`src/rtl/llc_port_arbiter_pkg.sv`:
```
// llc_port_arbiter_pkg: shared FSM state encoding and arbitration mode values
package llc_port_arbiter_pkg;
    typedef enum logic [1:0] {IDLE, BUSY, RELEASE} state_t;
    localparam int RR_FIXED = 0;
    localparam int RR_ROUND = 1;
endpackage

```
`src/rtl/llc_port_arbiter_rr_pick.sv`:
```
// rr_pick: combinational winner select, first set req bit at or after ptr (wrapping)
// ports: req (request vector), ptr (search start), idx (winner), valid (any request)
module rr_pick #(
    parameter int N = 2
) (
    input  logic [N-1:0]         req,
    input  logic [$clog2(N)-1:0] ptr,
    output logic [$clog2(N)-1:0] idx,
    output logic                 valid
);
    localparam int IW = $clog2(N);
    logic [IW-1:0] j;
    // Scan offsets from farthest to nearest so the nearest set bit is written last
    always_comb begin
        idx = '0;
        j = '0;
        for (int i = N - 1; i >= 0; i--) begin
            j = IW'((int'(ptr) + i) % N);
            if (req[j]) idx = j;
        end
    end
    assign valid = |req;
endmodule

```
`src/rtl/llc_port_arbiter.sv`:
```
// llc_port_arbiter: arbitrates NUM_REQ line requestors onto one memory port, one transaction at a time
// ports: req_i/we_i/addr_i/wdata_i per-channel requests; ready_o one-cycle completion pulse, rdata_o last read line;
//        mem_req/mem_we/mem_addr/mem_wdata to memory; mem_rdata/mem_ready from memory; mem_req_reset retire pulse
module llc_port_arbiter
    import llc_port_arbiter_pkg::*;
#(
    parameter int NUM_REQ = 2,
    parameter int ADDR_W  = 20,
    parameter int LINE_W  = 128,
    parameter int RR_MODE = 1
) (
    input  logic                      clk,
    input  logic                      rst,
    input  logic [NUM_REQ-1:0]        req_i,
    input  logic [NUM_REQ-1:0]        we_i,
    input  logic [NUM_REQ*ADDR_W-1:0] addr_i,
    input  logic [NUM_REQ*LINE_W-1:0] wdata_i,
    output logic [NUM_REQ-1:0]        ready_o,
    output logic [LINE_W-1:0]         rdata_o,
    output logic                      mem_req,
    output logic                      mem_we,
    output logic [ADDR_W-1:0]         mem_addr,
    output logic [LINE_W-1:0]         mem_wdata,
    input  logic [LINE_W-1:0]         mem_rdata,
    input  logic                      mem_ready,
    output logic                      mem_req_reset
);
    localparam int IW = $clog2(NUM_REQ);
    state_t        state;
    logic [IW-1:0] rr_ptr, win, base, pick_idx, next_ptr;
    logic          pick_valid;
    // Fixed priority is round-robin search that always starts at channel 0
    assign base = (RR_MODE == RR_ROUND) ? rr_ptr : '0;
    assign next_ptr = (pick_idx == IW'(NUM_REQ - 1)) ? '0 : pick_idx + 1'b1;
    rr_pick #(.N(NUM_REQ)) u_pick (
        .req   (req_i),
        .ptr   (base),
        .idx   (pick_idx),
        .valid (pick_valid)
    );
    always_ff @(posedge clk) begin
        if (rst) begin
            state         <= IDLE;
            rr_ptr        <= '0;
            win           <= '0;
            ready_o       <= '0;
            rdata_o       <= '0;
            mem_req       <= 1'b0;
            mem_we        <= 1'b0;
            mem_addr      <= '0;
            mem_wdata     <= '0;
            mem_req_reset <= 1'b0;
        end else begin
            ready_o       <= '0;
            mem_req_reset <= 1'b0;
            case (state)
                IDLE: if (pick_valid) begin
                    win       <= pick_idx;
                    rr_ptr    <= next_ptr;
                    mem_we    <= we_i[pick_idx];
                    mem_addr  <= addr_i[int'(pick_idx)*ADDR_W +: ADDR_W];
                    mem_wdata <= wdata_i[int'(pick_idx)*LINE_W +: LINE_W];
                    mem_req   <= 1'b1;
                    state     <= BUSY;
                end
                BUSY: if (mem_ready) begin
                    if (!mem_we) rdata_o <= mem_rdata;
                    ready_o       <= NUM_REQ'(1) << win;
                    mem_req_reset <= 1'b1;
                    mem_req       <= 1'b0;
                    state         <= RELEASE;
                end
                RELEASE: state <= IDLE;
                default: state <= IDLE;
            endcase
        end
    end
endmodule

```
`config.mk`:
```
export PLATFORM = sky130hd
export DESIGN_NAME = llc_port_arbiter
export DESIGN_NICKNAME = d
export VERILOG_FILES = /design/src/rtl/llc_port_arbiter_pkg.sv /design/src/rtl/llc_port_arbiter_rr_pick.sv /design/src/rtl/llc_port_arbiter.sv
export SDC_FILE = /design/constraint.sdc
export NUM_CORES = 1
export LEC_CHECK = 0
export ABC_AREA = 1
export CORE_AREA = 5 5 274 276
export DETAILED_ROUTE_END_ITERATION = 10
export DIE_AREA = 0 0 279 281
export PLACE_DENSITY = 0.48
export SYNTH_ARGS = -nofsm -noshare
export SYNTH_HDL_FRONTEND = slang
export SYNTH_SLANG_ARGS = --single-unit
```
`constraint.sdc`:
```
create_clock -name clk -period 3 [get_ports clk]
set_input_delay 0.3 -clock clk [delete_from_list [all_inputs] [get_ports clk]]
set_output_delay 0.3 -clock clk [all_outputs]
set_load 0.005 [all_outputs]
```
==> run metrics, run 1 <==
sw frac just under 30%; power share of the combinational group around 24%; Hold Crit Depth 5; port bufs 711; clk_lat worst skew around 0.55 ns; crit-path max FO 3; CP Cell Sequence clkdlybuf4s50_1; top cells by area, synth dfxtp_1, nand3_1, nand2_1; RSZ-0062 raised after global routing no; CP Data Required Time 2.70 ns; DRT iter0 DRCs 728; Post-synth EDFFs 0; Fill cells 7824; WP buf/inv 1; cell area power density ~530 mW/mm^2; TritonCTS clock tree built; Tot GR Track Use 15.6%; largest net degree at the start of global routing 147; FF+latch count, synth 285; die width between 200 and 300 microns; minimum clock period 2.01 ns; Power Internal 0.00816 W; clock transition at the registers of the reported paths 0.06 ns; vias per cell 4.26; Seq/Total Area, Yosys 46.6%; synthesized area per cell 6.99 sq um; most common cell in the netlist nand2_1; cts bufs inserted 37; Worst Hold Class input pin to register; final number of max-transition violations 0; CTS resizes 0; Leak 9.16 nW; Post-route DRC 0; nature of the critical path endpoint output port; vias in the first global route 14619; Worst Max-Slew Pin Slew 0.920 ns; remaining global-route overflow 0; layout cells sized above 1 under 10%; first-pass GRT wire length 94200 microns; startpoint types register; CP Launch Point mem_we; final setup violating endpoints 0; leading area contributor after synthesis dfxtp_1; Worst R2R Path Depth 8; skew final 0.0148 ns; ys async rst share 0%; library cells used by synthesis 21; I/O Pins just over 700; net count reported at finish 2809; WL/cell approximately 19 microns; Peak VDD IR between 0.3 and 0.4 mV; syn nets around 2200; Worst path top cell family by delay buffers and inverters; Area Overhead vs Synth 76.7%; Synth top cells by count nand2_1, nand3_1, dfxtp_1, nor2_1, inv_1; Worst path max stage delay 0.70 ns; post-CTS setup repair buffer count 0; routed wire length approximately 65000 microns; gpl congestion 0.844; setup_tns 0 ns; Syn. warnings 0; period utilisation layout between 60% and 70%; Clock H-tree levels 2; # Max-Cap Violations 0; Primary FF master, synth dfxtp_1; final hold vios 0; final instance area 0.0216 sq mm; Flop pwr share 37.6%; post-layout util 29.9%; DRT Pass-1 Iters 7; status completed; remaining antenna violation count 0; std cell rows 99; core area between 0.07 and 0.08 sq mm; Post-Syn Area 0.0122 sq mm; Area after DPL 0.0204 sq mm; RR Endpoint mem_wdata[101]; CP Data Arrival Time 1.71 ns; fmax approximately 500 MHz; Starting Density 16.9%; height of the die roughly 280 microns; Min Hold Slack 0.202 ns; Synth Instances 1750; relative slew slack about two fifths; # hold bufs at CTS 0; CTS root buffer clkbuf_16; post-synth top area share 46.6%; R2R Setup Slk about 1.2 ns; CP max stage cell clkdlybuf4s50_1; kind of critical path register to output port; overall power 0.0115 W; Clk pwr share between 30 and 40%; origin of the worst min-delay path req_i[1]; Crit Reg-Reg Startpoint state[1]; clk sinks 285; Switch Pwr 0.00333 W; Longest Clk Path Bufs 3; post-DP HPWL 49000 microns; Hold EP mem_wdata[3]; initial antenna violation count 12; Die Area between 0.07 and 0.08 sq mm; vias 14371
==> worst max-delay path by stage <==
stage,to,slack [ns],cells past startpoint
finish,mem_we,0.99,1
floorplan,mem_wdata[37],1.68,9
global route,mem_we,0.90,1
detailed placement,mem_wdata[65],0.67,9
CTS,mem_we,0.86,1
global placement,mem_wdata[2],0.72,7
==> sequential cells by signal, indices dropped and copies added (netlist names) <==
| signal | count |
|---|---|
| mem_wdata | 128 |
| mem_req_reset | 1 |
| state | 2 |
| base | 1 |
| ready_o | 2 |
| rdata_o | 128 |
| win | 1 |
| mem_req | 1 |
| mem_addr | 20 |
| mem_we | 1 |
==> layout by cell type, fill, tap and decap left out, types with 2 or more instances in the layout <==
cell type and count:
clkdlybuf4s50_1 710, nand2_1 305, nand3_1 299, dfxtp_1 285, nor2_1 261, inv_1 152
nand4_1 149, o21ai_0 108, clkbuf_16 37, o21ai_1 20, buf_12 19, buf_4 15
clkbuf_1 11, diode_2 9, clkbuf_8 7, clkinv_2 6, a21oi_1 4, nand2_4 2
nor2_4 2, inv_6 2, clkinv_8 2
==> per-layer routing <==
metal	GRT usage, %	wire length, microns
met5	0	21
met2	27.0	31700
met3	6.29	6420
met4	6.91	2570
met1	16.8	24200
==> power groups by stage <==
stage	clock [W]	sequential (W)	combinational (W)
floorplan	0	0.00439	0.00107
global placement	0	0.00439	0.00285
detailed placement	0	0.00440	0.00285
CTS	0.00456	0.00432	0.00286
global route	0.00472	0.00436	0.00308
finish	0.00437	0.00432	0.00281
==> per-stage QoR <==
step / cells / setup slack (ns)
2_1_floorplan: 1750 / 1.68
3_3_place_gp: 3298 / 0.722
3_5_place_dp: 3298 / 0.674
4_1_cts: 3365 / 0.861
5_1_grt: 3372 / 0.901
6_report: 3374 / 0.989
==> cells by family after synthesis <==
group,after synthesis,synth area share (%)
simple gates,1021,37.6
flops,285,46.6
buf+inv,311,10.3
compound gates,133,5.53
==> cell type report <==
type / count / area, sq um / share of cell area [%]
Tap cell: 959 / 1200 / 5.55
Timing Repair Buffer: 745 / 7610 / 35.2
Inverter: 155 / 592 / 2.74
Clock buffer: 55 / 1060 / 4.92
Clock inverter: 12 / 119 / 0.550
Antenna cell: 9 / 22.5 / 0.104
Multi-Input combinational cell: 1154 / 5310 / 24.5
Sequential cell: 285 / 5710 / 26.4
Note: power is estimated with default switching activity, not from simulation.
==> run 2, diff against run 1 <==
Settings changed: PLACE_DENSITY 0.48 to 0.5.
Clock period 3 ns to 1.65 ns, I/O delays scaled along.
==> run metrics, run 2 (synthesis results as in run 1) <==
setup_tns 0 ns; Worst Hold Class input pin to register; Post-route DRC 0; vias per cell 4.27; post-CTS setup repair buffer count 0; std cell rows 99; CP Data Arrival Time 1.43 ns; GR Util met1 16.7%; remaining antenna violation count 0; Area after DPL 0.0208 sq mm; port bufs approximately 710; final hold vios 0; nature of the critical path endpoint output port; Global Route met3 Usage about 5.5%; largest net degree at the start of global routing 142; WP buf/inv 1; status completed; initial antenna violation count 8; DRT Pass-1 Iters 5; final setup violating endpoints 0; Final WS setup 0.0552 ns; most frequent cells in the layout clkdlybuf4s50_1, nand2_1, nand3_1, dfxtp_1, nor2_1; gpl congestion 0.848; remaining global-route overflow 0; final instance area 0.0222 sq mm; Longest Clk Path Bufs 3; DRT iter0 DRCs 713; net count reported at finish 2843; relative slew slack between 60% and 70%; Leak 10.7 nW; WL/cell 18.6 microns; Min Hold Slack ~0.21 ns; clock transition at the registers of the reported paths about 0.06 ns; commonest non-fill, non-tap cell in the layout clkdlybuf4s50_1; die width 279 microns; CTS root buffer clkbuf_16; CP Cell Sequence clkdlybuf4s50_1; grt met2 use a little over a quarter; skew final 0.0242 ns; fmax 627 MHz; Worst path max stage delay 0.54 ns; startpoint types register; Worst path top cell family by delay buffers and inverters; dpl ws -0.187 ns; CP max stage cell clkdlybuf4s50_1; minimum clock period 1.59 ns; GR peak layer met2; period utilisation layout 96.7%; cts bufs inserted 37; Clock H-tree levels 2; Worst Max-Slew Pin Slew 0.502 ns; layout cells sized above 1 slightly above 6%; clk_lat worst skew 0.56 ns; post-DP HPWL 46900 microns; crit-path max FO 2; Peak VDD IR between 0.7 and 0.8 mV; CP Data Required Time approximately 1.5 ns; Starting Density 16.9%; routed wire length 63400 microns; # Max-Cap Violations 0; overall power 0.0212 W; TritonCTS clock tree built; vias 14544; clk sinks around 290; cell area power density ~950 mW/mm^2; biggest regs mem_wdata (128), rdata_o (128), mem_addr (20); Die Area ~0.078 sq mm; first-pass GRT wire length around 92000 microns; vias in the first global route between 10000 and 15000; RSZ-0062 raised after global routing no; height of the die 281 microns; Area Overhead vs Synth 81.7%; core area roughly 0.072 sq mm; I/O Pins 712; kind of critical path register to output port; final number of max-transition violations 0; Tot GR Track Use approximately 15%
[run 2: cell types whose count changed in the layout (fill, tap and decap cells not counted), moves of 3 or more]
cell / delta
clkdlybuf4s50_1: -123
dlymetal6s2s_1: +62
dlygate4sd2_1: +59
buf_4: +19
buf_12: +14
dfxtp_1: -8
dfxtp_2: +7
clkbuf_1: -5
clkinv_2: +3
[run 2: path summary, 6_finish.rpt]
kind	from	to	slack, ns	depth (start not counted)
worst max-delay path	rdata_o[82]	rdata_o[82]	0.06	1
worst min-delay path	mem_rdata[64]	rdata_o[64]	0.21	3
worst max register to register	state[1]	mem_wdata[92]	0.06	6
worst min register to register	win	ready_o[0]	0.44	1
[run 2: layer usage]
metal	routed length (microns)	vias to the layer above
met5	0	-
met4	2420	0
met3	6010	105
met2	30900	645
met1	24100	6711
li1	-	7083
[run 2: timing repair]
| item | CTS | global route |
|---|---|---|
| endpoints found under the setup margin | 157 | 84 |
| hold buffers | 1 | 0 |
| pin swaps | 0 | 0 |
| hold endpoints to repair | 1 | 0 |
| gates resized for setup | 68 | 66 |
| cloned | 0 | 1 |
[run 2: layout make-up]
| class | instances | area, sq um |
|---|---|---|
| Fill cell | 7776 | 50100 |
| Timing Repair Buffer | 779 | 8160 |
| Sequential cell | 285 | 5720 |
| Multi-Input combinational cell | 1154 | 5320 |
| Tap cell | 959 | 1200 |
| Clock buffer | 51 | 1060 |
| Inverter | 155 | 592 |
| Clock inverter | 16 | 164 |
| Antenna cell | 8 | 20.0 |
[run 2: through the flow]
stage          utilization, %  instances
5_1_grt                  30.7       3406
3_3_place_gp             28.8       3330
4_1_cts                  30.4       3398
3_5_place_dp             28.8       3330
2_1_floorplan               -       1750
6_report                 30.7       3407
[run 2: power breakdown]
part	leakage [nW]	total [W]	switching, W	internal (W)
clock	0.611	0.00815	0.00332	0.00483
combinational	7.73	0.00517	0.00243	0.00274
sequential	2.34	0.00784	0.000337	0.00750
total	10.7	0.0212	0.00608	0.0151
==> run 3, diff against run 2 <==
Settings changed: CAP_MARGIN set to 30.
==> results of run 3 <==
Same layout as run 2: the final DEF is identical, and so are final timing and power.
